<file path="src/rtl/fifo_stream_reader.sv">
// Drain stage for a registered-read FIFO: 3-entry skid buffer presenting words on a valid/ready stream.
// Optional handshake counter output xfer_cnt is built when FIFO_RD_XFER_CNT_EN is defined.
module fifo_stream_reader #(
    parameter int DATA_WIDTH = 8
) (
    input  logic                  clk,
    input  logic                  rst,
    input  logic                  fifo_empty,
    output logic                  fifo_r_en,
    input  logic [DATA_WIDTH-1:0] fifo_data,
    output logic                  m_valid,
    input  logic                  m_ready,
    output logic [DATA_WIDTH-1:0] m_data
`ifdef FIFO_RD_XFER_CNT_EN
    ,
    output logic [15:0]           xfer_cnt
`endif
);

    localparam int DEPTH = 3;

    logic [1:0]            occ;
    logic [1:0]            occ_next;
    logic                  inflight;
    logic [1:0]            head;
    logic [1:0]            tail;
    logic [DATA_WIDTH-1:0] buf_mem [DEPTH];
    logic [2:0]            committed;
    logic                  pop;
    logic                  capture;

    function automatic logic [1:0] ptr_inc(input logic [1:0] p);
        return (p == 2'd2) ? 2'd0 : p + 2'd1;
    endfunction

    // Words already buffered plus the one arriving next cycle; issuing only while this
    // is <= 2 is what keeps a capture from ever landing on a full buffer.
    assign committed = {1'b0, occ} + {2'b0, inflight};
    assign fifo_r_en = rst & ~fifo_empty & (committed <= 3'd2);

    assign capture = inflight;
    assign m_valid = (occ != 2'd0);
    assign pop     = m_valid & m_ready;

    // NOTE: every combinational output gets a default first, so no path leaves it unassigned and no latch is inferred.
    always_comb begin
        occ_next = occ;
        occ_next = occ + {1'b0, capture} - {1'b0, pop};
    end

    always_comb begin
        m_data = buf_mem[0];
        case (head)
            2'd1:    m_data = buf_mem[1];
            2'd2:    m_data = buf_mem[2];
            default: m_data = buf_mem[0];
        endcase
    end

    // NOTE: sequential state uses non-blocking assignments only, so every register samples pre-edge values.
    always_ff @(posedge clk or negedge rst) begin
        if (!rst) begin
            occ      <= 2'd0;
            inflight <= 1'b0;
            head     <= 2'd0;
            tail     <= 2'd0;
        end else begin
            occ      <= occ_next;
            inflight <= fifo_r_en;
            if (capture) tail <= ptr_inc(tail);
            if (pop)     head <= ptr_inc(head);
        end
    end

    // NOTE: the buffer is deliberately reset so m_data reads 0 out of reset; it is only three words wide.
    always_ff @(posedge clk or negedge rst) begin
        if (!rst) begin
            for (int i = 0; i < DEPTH; i++) buf_mem[i] <= '0;
        end else begin
            for (int i = 0; i < DEPTH; i++) begin
                if (capture && (tail == 2'(i))) buf_mem[i] <= fifo_data;
            end
        end
    end

`ifdef FIFO_RD_XFER_CNT_EN
    logic [15:0] xfer_cnt_q;

    always_ff @(posedge clk or negedge rst) begin
        if (!rst)     xfer_cnt_q <= 16'h0000;
        else if (pop) xfer_cnt_q <= xfer_cnt_q + 16'h0001;
    end

    assign xfer_cnt = xfer_cnt_q;
`endif

endmodule

</file>
<file path="config.mk">
export PLATFORM = sky130hd
export DESIGN_NAME = fifo_stream_reader
export DESIGN_NICKNAME = d
export VERILOG_FILES = /design/src/rtl/fifo_stream_reader.sv
export SDC_FILE = /design/constraint.sdc
export NUM_CORES = 1
export LEC_CHECK = 0
export BUFFER_PORTS_ARGS = -buffer_cell sky130_fd_sc_hd__buf_2
export CORE_UTILIZATION = 55
export DETAILED_ROUTE_END_ITERATION = 6
export GPL_TIMING_DRIVEN = 0
export PLACE_DENSITY = 0.88
export SLEW_MARGIN = 20
export SYNTH_ARGS = -nofsm -noshare
export SYNTH_HDL_FRONTEND = slang
export SYNTH_SLANG_ARGS = --single-unit
</file>
<file path="constraint.sdc">
create_clock -name clk -period 2 [get_ports clk]
set_input_delay 0.6 -clock clk [delete_from_list [all_inputs] [get_ports clk]]
set_output_delay 0.6 -clock clk [all_outputs]
set_load 0.02 [all_outputs]
</file>
# ---- After elaboration in Yosys (flattened, before gate mapping)
# Index checks and enable logic that the tools add are counted.
dict set report totals {
  regBits 31
  elab_cells 29
  input_bits 12
}
dict set report op_classes {
  add_sub_neg 5
  mux 3
  n_eq_ne 4
  n_reduce_logical 5
  bitwise 4
  order_cmp 1
}
# operator n
set op_table {}
lappend op_table {{8-bit one-hot mux with 2 select lines} 1}
lappend op_table {{2-bit by 1-bit adder with 2-bit output, second input constant} 2}
lappend op_table {{2-bit by 1-bit equality test with 1-bit output, second input constant} 2}
lappend op_table {{2-bit equality test, second input constant} 2}
lappend op_table {{2-bit 2-to-1 mux} 2}
lappend op_table {{2-bit by 1-bit adder with 3-bit output} 1}
lappend op_table {{1-bit bitwise AND} 3}
lappend op_table {{3-bit by 2-bit <= comparator with 1-bit output, second input constant} 1}
lappend op_table {{1-bit logical AND} 3}
lappend op_table {{2-bit by 1-bit adder with 2-bit output} 1}
lappend op_table {{2-bit zero test} 1}
lappend op_table {{2-bit nonzero test} 1}
lappend op_table {{2-bit by 1-bit subtractor with 2-bit output} 1}
lappend op_table {{1-bit NOT} 1}

# ---- Depth between registers and ports, before layout
# Gate-level depths: netlist (run 1).
dict set report depth {
  word_depth 3
  ltp_mapped 7
  ltp_nobuf 7
}

# ---- Least setup slack after synthesis (run 1)
# No wires, ideal clock.
dict set report synth_timing {
  path_kind {reg2out}
  start {reg head[0]}
  end {out m_data[7]}
  setup_slack_ps -197
  required_ps 1400
  path_stages_with_launch 7
  arrival_time_ps 1597
  path_cell_list {dfrtp_1 inv_1 ha_1 clkbuf_1 clkbuf_1 nor2_1 a21oi_1}
}
dict set report synth_between {
  elab_chain_len 2
}
# item line_no
set synth_rtl {}
lappend synth_rtl {{start, declared} 25} ;# logic [1:0] head;
lappend synth_rtl {{start signal, assigned} 71} ;# if (pop) head <= ptr_inc(head);
lappend synth_rtl {{2-bit equality test or 2-bit by 1-bit equality test with 1-bit output (tied branches)} 53} ;# case (head)
lappend synth_rtl {{8-bit one-hot mux with 2 select lines *} 53}
lappend synth_rtl {{end, declared} 13} ;# output logic [DATA_WIDTH-1:0] m_data
# Mark *: on every way between the ends. The rest lies on a longest branch, timed or not.

# ---- Worst setup path after layout (run 1)
dict set report layout_timing {
  start {reg occ[0]}
  end {out fifo_r_en}
}
dict set report layout_between {
  elab_chain_len 3
}
# item line_no
set layout_rtl {}
lappend layout_rtl {{start, declared} 22} ;# logic [1:0] occ;
lappend layout_rtl {{start signal, assigned} 68} ;# occ <= occ_next;
lappend layout_rtl {{2-bit by 1-bit adder with 3-bit output} 38} ;# assign committed = {1'b0, occ} + {2'b0, inflight};
lappend layout_rtl {{3-bit by 2-bit <= comparator with 1-bit output} 39} ;# assign fifo_r_en = rst & ~fifo_empty & (committed <= 3'd2);
lappend layout_rtl {{1-bit bitwise AND} 39}
lappend layout_rtl {{end, declared} 9} ;# output logic fifo_r_en,
# Every way passes these cells.

==> reports/qor.csv, run 1 <==
stage,metric,value,unit
place,gp_congestion,0.6666,
floorplan,die_h,53.48,um
sta,finalClockSkew,0.01683,ns
cts,cts_tree,built,
finish,layout-drive-gt1-share,67.55,%
yosys,synth_edf_count,0,
finish,diodes,0,
finish,final_nets,171,
floorplan,core,2500,um2
routing,drtIter0Drc,22,
routing,ant_nets,0,
yosys,synth.most_common_cell,dfrtp_1,
worst_setup_path,cpPeakStageDelay,0.43,ns
yosys,syn_nets,135,
sta,hold_ws,0.2978,ns
place,hpwl,1973,um
worst_setup_path,cp-start-kind,register,
floorplan,start_util,58.31,%
floorplan,die_area,2860,um2
cts,clockRootBuffer,clkbuf_4,
cts,cts.sinks,31,
outcome,outcome,"complete, but fails checks",
routing,vias_per_cell,5.724,
floorplan,die_width,53.48,um
worst_setup_path,cp.arrival,1.73,ns
yosys,synth_cell_types,18,
global_routing,overflow,0,
yosys,synth_top_cell_by_area,dfrtp_1,
routing,vias,1036,
routing,dr.pass1.iters,4,
sta,setup_violations,9,
yosys,synthTopCellsByArea,"dfrtp_1 53%, mux2_2 20%, ha_1 7.7%",
sta,relSlewSlack,53.84,%
sta,worstMarginPinSlew,0.6924,ns
run,maxCapViolCount,0,
finish,syn2layout_area_growth,40.00,%
yosys,synth_common_cells,"31 x dfrtp_1, 26 x mux2_2, 9 x ha_1, 9 x inv_1",
sta,layout_min_cycle_time,2.326,ns
cts,clkLatencyLatePin,0.33,ns
yosys,synth_warnings,0,
yosys,synth_top_area_share,53.22,%
global_routing,grt_usage,26.85,%
global_routing,grt_pass1_vias,1042,
place,portBuffers,21,
cts,postCtsHoldBufs,0,
floorplan,rows,18,
sta,finalMaxSlewViolations,0,
worst_setup_path,cp.required,1.40,ns
worst_setup_path,worstPathMaxFanout,3,
global_routing,grt_pass1_wl,4968,um
worst_setup_path,path_delay_family,flip-flops,
outcome,violations,setup timing,
routing,wirelength,3389,um
cts,clk_pin_slew,0.10,ns
worst_setup_path,worstSetupPathType,reg2out,
yosys,avgSynthCellArea,12.79,um2
worst_setup_path,cp-end-kind,output pin,
yosys,synthesis.area,1458,um2
cts,htreeDepth,2,
cts,clk_path_buf_depth,2,
routing,avgRoutedWirePerCell,18.72,um
yosys,ys_ff_latch,31,
cts,cts_buffers,5,
finish,n_fill_cell,128,
yosys,ys.flop_type,dfrtp_1,
sta,rsz0062_at_grt,yes,
worst_hold_path,hp-class,in2async,
global_routing,antenna_found_initial,0,
routing,remaining_drc_errors,0,
sta,timing.fmax,430.0,MHz
yosys,seq_area_frac_synth,53.22,%
yosys,syn_inst,114,
worst_setup_path,cp_slowest_cell,dfrtp_1,
yosys,async_reset_ff_share,100.0,%
sta,layout_setup_ws,-0.3256,ns
sta,hold_viol_final,0,
worst_setup_path,crit_chain,ha_2 > inv_2 > ha_4 > nor3b_2 > o211a_1 > buf_6,
sta,finalCritPeriodShare,116.3,%
worst_setup_path,critPathBufInv,2,
global_routing,grt_max_degree,33,
floorplan,io_pins,22,
-- worst reg2reg max path, stage by stage (launching register included) --
cell,delay [ns]
dfrtp_1,0.43
buf_4,0.15
o21ai_1,0.24
inv_1,0.10
ha_1,0.30
inv_1,0.04
ha_1,0.19
xnor2_1,0.20
xnor2_1,0.14
-- state kept, by name (all words and copies together) (netlist names) --
register	flops
buf_mem	24
tail	2
capture	1
occ	2
head	2
-- cells in the final DEF (no fill, tap or decap), types with 2 or more instances in the layout --
master     n
inv_1      6
nor2_4     5
buf_8      2
clkbuf_4   5
mux2_2    26
inv_2      2
buf_6      9
ha_1       4
xnor2_1    2
buf_2     12
nor2_2     2
a21oi_4    3
a21oi_2    5
ha_4       4
buf_4      9
dfrtp_1   30
a22oi_2    7
-- per-layer routing --
metal,track usage (%),routed length [um]
met5,0,0
met4,12.72,57
met3,10.06,144
met2,42.29,1831
met1,31.93,1355
-- kinds of logic (layout without fill, tap and decap cells) --
kind of cell    Yosys count  in the layout  share of synthesized area (%)
flops                    31             31                          53.22
mux                      26             26                          20.09
compound gates           20             20                          8.756
simple gates             13             13                          5.580
buf+inv                  13             50                          3.433
fa+ha+maj                 9              9                          7.725
xor+xnor                  2              2                          1.202
-- cell type report --
cell class                      count  area [um2]  area share [%]
Sequential cell                    31       777.0           38.07
Timing Repair Buffer               31       244.0           11.96
Inverter                            9       36.28           1.778
Multi-Input combinational cell     70       819.5           40.16
Tap cell                           30       37.54           1.839
Clock buffer                        6       51.30           2.514
Buffer                              2       40.04           1.962
Clock inverter                      2       35.03           1.717
-- through the flow --
step | worst slack [ns] | setup TNS (ns) | instances | util [%] | instance area [um2]
final | -0.3256 | -1.852 | 181 | 81.63 | 2041
after floorplan | 0.002208 | 0 | 114 | - | 1469
after CTS | -0.3299 | -1.609 | 179 | 77.23 | 1931
after detailed placement | -0.2635 | -1.761 | 165 | 64.46 | 1612
after global routing | -0.3935 | -2.478 | 181 | 81.63 | 2041
after global placement | -0.2205 | -1.368 | 165 | 64.46 | 1612
-- timing repair --
item                                    CTS  global route
gates resized for setup                  44            23
pin swaps                                11             8
setup buffers                             7             2
endpoints found under the setup margin    9             9
cloned                                    1             0
-- final timing paths --
path                                    from           to  slack, ns  cells after the start
worst max-delay path                  occ[0]    fifo_r_en      -0.33                      6
worst min-delay path                     rst      head[0]       0.30                      1
worst max register to register        occ[0]       occ[1]       0.15                      8
worst min register to register    buf_mem[7]   buf_mem[7]       0.52                      1
max in group asynchronous                rst      head[0]       1.23                      1
min in group clk                fifo_data[6]  buf_mem[14]       0.52                      2
Power of run 1 is left out: the tool's default activity adds up to more than one toggle a clock period on the data nets, which glitch-free logic cannot reach.
==> run 2: changes to the inputs <==
--- a/config.mk
+++ b/config.mk
@@ -6,10 +6,10 @@
 export NUM_CORES = 1
 export LEC_CHECK = 0
 export BUFFER_PORTS_ARGS = -buffer_cell sky130_fd_sc_hd__buf_2
-export CORE_UTILIZATION = 55
+export CORE_UTILIZATION = 59
 export DETAILED_ROUTE_END_ITERATION = 6
 export GPL_TIMING_DRIVEN = 0
-export PLACE_DENSITY = 0.88
+export PLACE_DENSITY = 0.93
 export SLEW_MARGIN = 20
 export SYNTH_ARGS = -nofsm -noshare
 export SYNTH_HDL_FRONTEND = slang
==> constraint.sdc (replaced) <==
create_clock -name clk -period 2.8 [get_ports clk]
set_input_delay 0.84 -clock clk [delete_from_list [all_inputs] [get_ports clk]]
set_output_delay 0.84 -clock clk [all_outputs]
set_load 0.02 [all_outputs]
==> run 2 against run 1 <==
Against the previous run: the run now ends clean; hold slack improved by 0.22 ns; register-to-register slack improved by 0.82 ns; global-route usage shrank 3.1 points; critical path depth is the same; critical endpoint is now m_data[7]; largest cell class is now registers; highest routed layer unchanged.
==> reports/qor.csv, run 2 (synthesis gave the netlist of run 1 again) <==
stage,metric,value,unit
finish,largest_register_ffs,24,
power_and_ir_drop,p_per_area,1308,nW/um2
cts,clockRootBuffer,clkbuf_4,
floorplan,start_util,64.05,%
floorplan,rows,17,
floorplan,die_h,51.71,um
worst_setup_path,cpPeakStageDelay,0.41,ns
worst_setup_path,cp-start-kind,register,
global_routing,grt_max_degree,33,
routing,wirelength,2652,um
finish,largest_register,buf_mem,
worst_setup_path,cp_slowest_cell,dfrtp_1,
cts,clk_pin_slew,0.09,ns
floorplan,io_pins,22,
finish,syn2layout_area_growth,12.96,%
cts,cts_setup_buffers,0,
run,maxCapViolCount,0,
worst_setup_path,worstPathMaxFanout,10,
power_and_ir_drop,p_leak,0.7844,nW
worst_hold_path,whs_path_depth,1,
worst_setup_path,cp.arrival,1.84,ns
finish,layout-drive-gt1-share,41.84,%
floorplan,core,2276,um2
sta,layout_setup_ws,0.1168,ns
routing,remaining_drc_errors,0,
power_and_ir_drop,total_power,2.154,mW
sta,finalClockSkew,0.007120,ns
global_routing,grt_pass1_vias,934,
finish,fin_cells,169,
floorplan,die_area,2673,um2
finish,diodes,0,
sta,hold_ws,0.5161,ns
place,hpwl,1852,um
sta,layout_min_cycle_time,2.683,ns
worst_setup_path,rr_worst_depth,7,
routing,vias_per_cell,5.598,
worst_setup_path,r2r-start,occ[1],
finish,final_common_cell,dfrtp_1,
sta,rsz0062_at_grt,no,
cts,htreeDepth,2,
place,placed_cell_area,1598,um2
routing,avgRoutedWirePerCell,15.69,um
routing,vias,946,
finish,final_cell_mix,"31 x dfrtp_1, 26 x mux2_2, 21 x buf_2, 9 x inv_1",
power_and_ir_drop,ir_worst_vdd,0.0009953,V
sta,finalMaxSlewViolations,0,
worst_setup_path,cp.required,1.96,ns
global_routing,antenna_found_initial,0,
outcome,outcome,completed,
place,gp_congestion,0.7254,
sta,setup_violations,0,
global_routing,overflow,0,
finish,utilization,72.35,%
sta,setup_tns,0,ns
worst_setup_path,cp-end-kind,output pin,
finish,multi_input_area,634.4,um2
routing,drtIter0Drc,12,
sta,worstMarginPinSlew,0.6808,ns
routing,ant_nets,0,
finish,final_nets,161,
sta,finalCritPeriodShare,95.83,%
finish,final_area,1647,um2
cts,cts_tree,built,
cts,clk_path_buf_depth,2,
worst_setup_path,crit_chain,inv_1 > ha_2 > clkbuf_4 > nor2_1 > a21oi_1 > buf_2,
finish,n_fill_cell,154,
worst_setup_path,reg2reg_slack,0.97,ns
floorplan,die_width,51.71,um
place,dp_cells,163,
worst_hold_path,hp-class,reg2reg,
sta,hold_viol_final,0,
finish,ff_latch_area,775.7,um2
worst_setup_path,path_delay_family,buffers and inverters,
global_routing,grt_pass1_wl,4271,um
place,dp_slack,0.07778,ns
worst_setup_path,worstReg2RegEnd,occ[1],
global_routing,grt_usage,23.75,%
cts,clkLatencyLatePin,0.33,ns
sta,relSlewSlack,54.62,%
routing,dr.pass1.iters,4,
sta,timing.fmax,372.7,MHz
worst_setup_path,worstSetupPathType,reg2out,
worst_hold_path,hold_end,buf_mem[16],
worst_setup_path,critPathBufInv,3,
cts,cts_buffers,5,
place,portBuffers,21,
cts,cts.sinks,31,
worst_hold_path,hold_start,buf_mem[16],
## run 2: cell types whose count changed in the layout (fill, tap and decap cells not counted), sizes merged
cell,change
clkbuf,+2
buf,-11
bufinv,-1
## run 2: layout make-up
| type | count | area share, % |
|---|---|---|
| clock inverters | 1 | 0.3040 |
| well taps | 28 | 2.128 |
| flip-flops and latches | 31 | 47.11 |
| plain buffers | 2 | 0.7599 |
| multi-input cells | 70 | 38.53 |
| inverters | 9 | 2.052 |
| clock buffers | 7 | 2.736 |
| repair buffers | 21 | 6.383 |
## run 2: worst register-to-register path: stages (launching register included)
cell     delay, ns
dfrtp_1       0.44
o21ai_0       0.40
inv_1         0.10
ha_1          0.29
inv_1         0.04
ha_1          0.17
xnor2_1       0.17
xnor2_1       0.15
## run 2: where the power goes
| part | internal (mW) | switching [mW] | total, mW |
|---|---|---|---|
| Combinational | 0.493 | 0.595 | 1.09 |
| Sequential | 0.673 | 0.149 | 0.822 |
| Clock | 0.0976 | 0.147 | 0.244 |
| Total | 1.26 | 0.891 | 2.15 |
## run 2: how the worst max path moves through the flow
stage / depth (start not counted) / endpoint / slack, ns / from
finish: 6 / m_data[7] / 0.12 / head[0]
detailed placement: 7 / m_data[7] / 0.08 / head[0]
global placement: 3 / fifo_r_en / 0.14 / rst
floorplan: 6 / m_data[7] / 0.36 / head[0]
CTS: 6 / m_data[7] / 0.04 / head[0]
global route: 6 / m_data[7] / 0.02 / head[0]
## run 2: what timing repair did
action | 4_1_cts | 5_1_grt
gates resized for setup | 2 | 1
hold buffers | 0 | 0
cloned | 0 | 0
endpoints found under the setup margin | 8 | 6
endpoints found under the hold margin | 0 | 0
## run 2: metal layers
layer	part of all wire (%)	track usage, %
met3	4.6	8.772
met2	50	38.74
met5	0	0
met1	44	28.38
met4	1.6	9.459
(Power assumes the default switching activity.)
==> run 3: changes to the inputs <==
--- a/config.mk
+++ b/config.mk
@@ -5,11 +5,13 @@
 export SDC_FILE = /design/constraint.sdc
 export NUM_CORES = 1
 export LEC_CHECK = 0
+export ABC_AREA = 1
 export BUFFER_PORTS_ARGS = -buffer_cell sky130_fd_sc_hd__buf_2
-export CORE_UTILIZATION = 59
+export CORE_MARGIN = 2
+export CORE_UTILIZATION = 60
 export DETAILED_ROUTE_END_ITERATION = 6
 export GPL_TIMING_DRIVEN = 0
-export PLACE_DENSITY = 0.93
+export PLACE_DENSITY = 0.94
 export SLEW_MARGIN = 20
 export SYNTH_ARGS = -nofsm -noshare
 export SYNTH_HDL_FRONTEND = slang
==> run 3 against run 2 <==
Against the previous run: cell count increased by 50%; wire length increased by 24%; combinational power increased by 6%; largest power group unchanged; global-route usage decreased by 0.41 points; critical endpoint is now fifo_r_en; hold slack got worse by 0.063 ns; clock power increased by 50%; area after synthesis increased by 12%; via count increased by 41%; critical path depth unchanged; clock skew increased by 0.0060 ns; non-clock buffer count increased by 2; largest cell class unchanged; maximum frequency increased by 1.7%.
==> reports/qor.csv, run 3 <==
stage,metric,value,unit
place,dp_cells,248,
worst_hold_path,hp-class,in2async,
global_routing,antenna_found_initial,0,
sta,setup_violations,0,
finish,syn2layout_area_growth,14.69,%
sta,relSlewSlack,65.72,%
finish,diodes,0,
sta,setup_tns,0,ns
floorplan,die_h,56.21,um
worst_setup_path,cp.required,1.96,ns
yosys,synth_mux_area_share,0,%
finish,largest_register_ffs,24,
finish,final_common_cell,nand2_1,
finish,fin_cells,254,
worst_setup_path,cp-start-kind,register,
sta,layout_setup_ws,0.1628,ns
global_routing,grt_use_met1,30.52,%
global_routing,grt_pass1_wl,5623,um
routing,dr.pass1.iters,5,
floorplan,die_area,3159,um2
routing,ant_nets,0,
power_and_ir_drop,ir_worst_vdd,0.001112,V
sta,timing.fmax,379.2,MHz
cts,clkLatencyLatePin,0.33,ns
outcome,outcome,completed,
worst_setup_path,r2r-start,capture,
yosys,syn_nets,218,
sta,layout_min_cycle_time,2.637,ns
cts,cts_resized,2,
finish,layout-drive-gt1-share,24.11,%
yosys,synth_xor_xnor_area_share,0,%
place,gp_congestion,0.8115,
floorplan,io_pins,22,
yosys,synth_common_cells,"76 x nand2_1, 32 x inv_1, 31 x dfrtp_1, 16 x o21ai_2, 12 x nand3_1",
power_and_ir_drop,p_per_area,1249,nW/um2
cts,cts.sinks,31,
worst_setup_path,cp-end-kind,output pin,
routing,remaining_drc_errors,0,
yosys,synthesis.area,1635,um2
yosys,synthTopCellsByArea,"dfrtp_1 47%, nand2_1 17%, o21ai_2 8.6%",
yosys,ys_ff_latch,31,
sta,finalClockSkew,0.01307,ns
worst_setup_path,reg2reg_slack,1.19,ns
sta,finalMaxSlewViolations,0,
global_routing,grt_pass1_vias,1268,
floorplan,die_width,56.21,um
cts,cts_setup_buffers,0,
yosys,seq_area_frac_synth,47.44,%
place,portBuffers,21,
yosys,synth_compound_area_share,11.94,%
sta,hold_viol_final,0,
floorplan,core,2522,um2
yosys,synth_top_area_share,47.44,%
yosys,async_reset_ff_share,100.0,%
yosys,ys.flop_type,dfrtp_1,
place,hpwl,2178,um
global_routing,grt_max_degree,33,
routing,vias,1338,
worst_setup_path,rr_worst_depth,7,
routing,wirelength,3286,um
routing,vias_per_cell,5.268,
cts,postCtsHoldBufs,0,
worst_setup_path,worstSetupPathType,reg2out,
finish,largest_register,buf_mem,
global_routing,grt_busiest_layer,met2,
finish,final_nets,244,
worst_setup_path,worstReg2RegEnd,occ[1],
worst_setup_path,worstPathMaxFanout,6,
sta,finalCritPeriodShare,94.19,%
cts,clk_path_buf_depth,2,
worst_setup_path,cp.arrival,1.80,ns
finish,final_cell_mix,"76 x nand2_1, 32 x inv_1, 31 x dfrtp_1, 21 x buf_2, 16 x o21ai_2",
place,dp_slack,0.06690,ns
global_routing,grt_usage,23.33,%
cts,htreeDepth,2,
run,maxCapViolCount,0,
yosys,synth.most_common_cell,nand2_1,
yosys,syn_inst,197,
yosys,synthAdderAreaFrac,6.886,%
yosys,synth_edf_count,0,
routing,drtIter0Drc,42,
yosys,synth_top_cell_by_area,dfrtp_1,
routing,avgRoutedWirePerCell,12.94,um
yosys,synthSimpleGateAreaFrac,24.02,%
yosys,avgSynthCellArea,8.301,um2
cts,clockRootBuffer,clkbuf_4,
floorplan,rows,18,
global_routing,met2_usage,36.13,%
floorplan,start_util,64.83,%
global_routing,overflow,0,
yosys,synth_top_family_by_area,simple AND/OR/NAND/NOR gates,
worst_setup_path,critPathLaunch,capture,
sta,rsz0062_at_grt,no,
power_and_ir_drop,p_leak,1.048,nW
yosys,synth_warnings,0,
sta,worstMarginPinSlew,0.5137,ns
global_routing,met3_usage,6.744,%
cts,clk_pin_slew,0.10,ns
cts,cts_buffers,5,
cts,cts_tree,built,
yosys,synth_cell_types,14,
-- run 3: final cells by class --
cell class	instances	area [um2]
sequential	31	775.7
inverter	32	120.1
clock buffer	6	51.30
buffer	4	35.03
fill	188	646.9
tap	30	37.54
timing repair buffer	21	107.6
clock inverter	2	35.03
multi-input combinational	128	713.2
-- run 3: through the flow --
stage / power (mW) / util, % / instance area [um2] / hold slack [ns]
floorplan: 1.596 / - / 1635 / 0.4419
global placement: 1.881 / 70.49 / 1778 / 0.4539
finish: 2.342 / 74.36 / 1876 / 0.4533
detailed placement: 1.928 / 70.49 / 1778 / 0.4596
global route: 2.531 / 74.36 / 1876 / 0.4751
CTS: 2.312 / 74.06 / 1868 / 0.4839
-- run 3: cells by family (layout without fill, tap and decap cells) --
family,Yosys count,count (layout)
AOI/OAI and AO/OA,27,27
and+or+nand+nor,92,92
adders and majority gates,9,9
DFF,31,31
buffers and inverters,38,65
-- run 3: worst max path at each step --
stage	cells past startpoint	to	slack, ns
after floorplan	4	m_data[7]	0.48
after global placement	4	fifo_r_en	0.08
after detailed placement	4	fifo_r_en	0.07
after CTS	6	m_data[6]	0.04
after global routing	6	fifo_r_en	0.01
final	6	fifo_r_en	0.16
-- run 3: worst max-delay path, stage by stage, from the launching register on --
cell and delay [ns]:
dfrtp_1 0.52, ha_1 0.23, inv_1 0.05, ha_1 0.26, nand3_1 0.07, a21oi_1 0.16, buf_2 0.19
-- run 3: metal layers --
layer  vias up  routed length [um]
met5         -                   0
met4         0                  73
met3        10                 224
met2        45                1537
met1       624                1451
li1        659                   -
-- run 3: power breakdown --
group / total [mW] / internal (mW) / switching (mW)
combinational: 1.16 / 0.417 / 0.738
clock: 0.365 / 0.211 / 0.154
sequential: 0.822 / 0.670 / 0.152
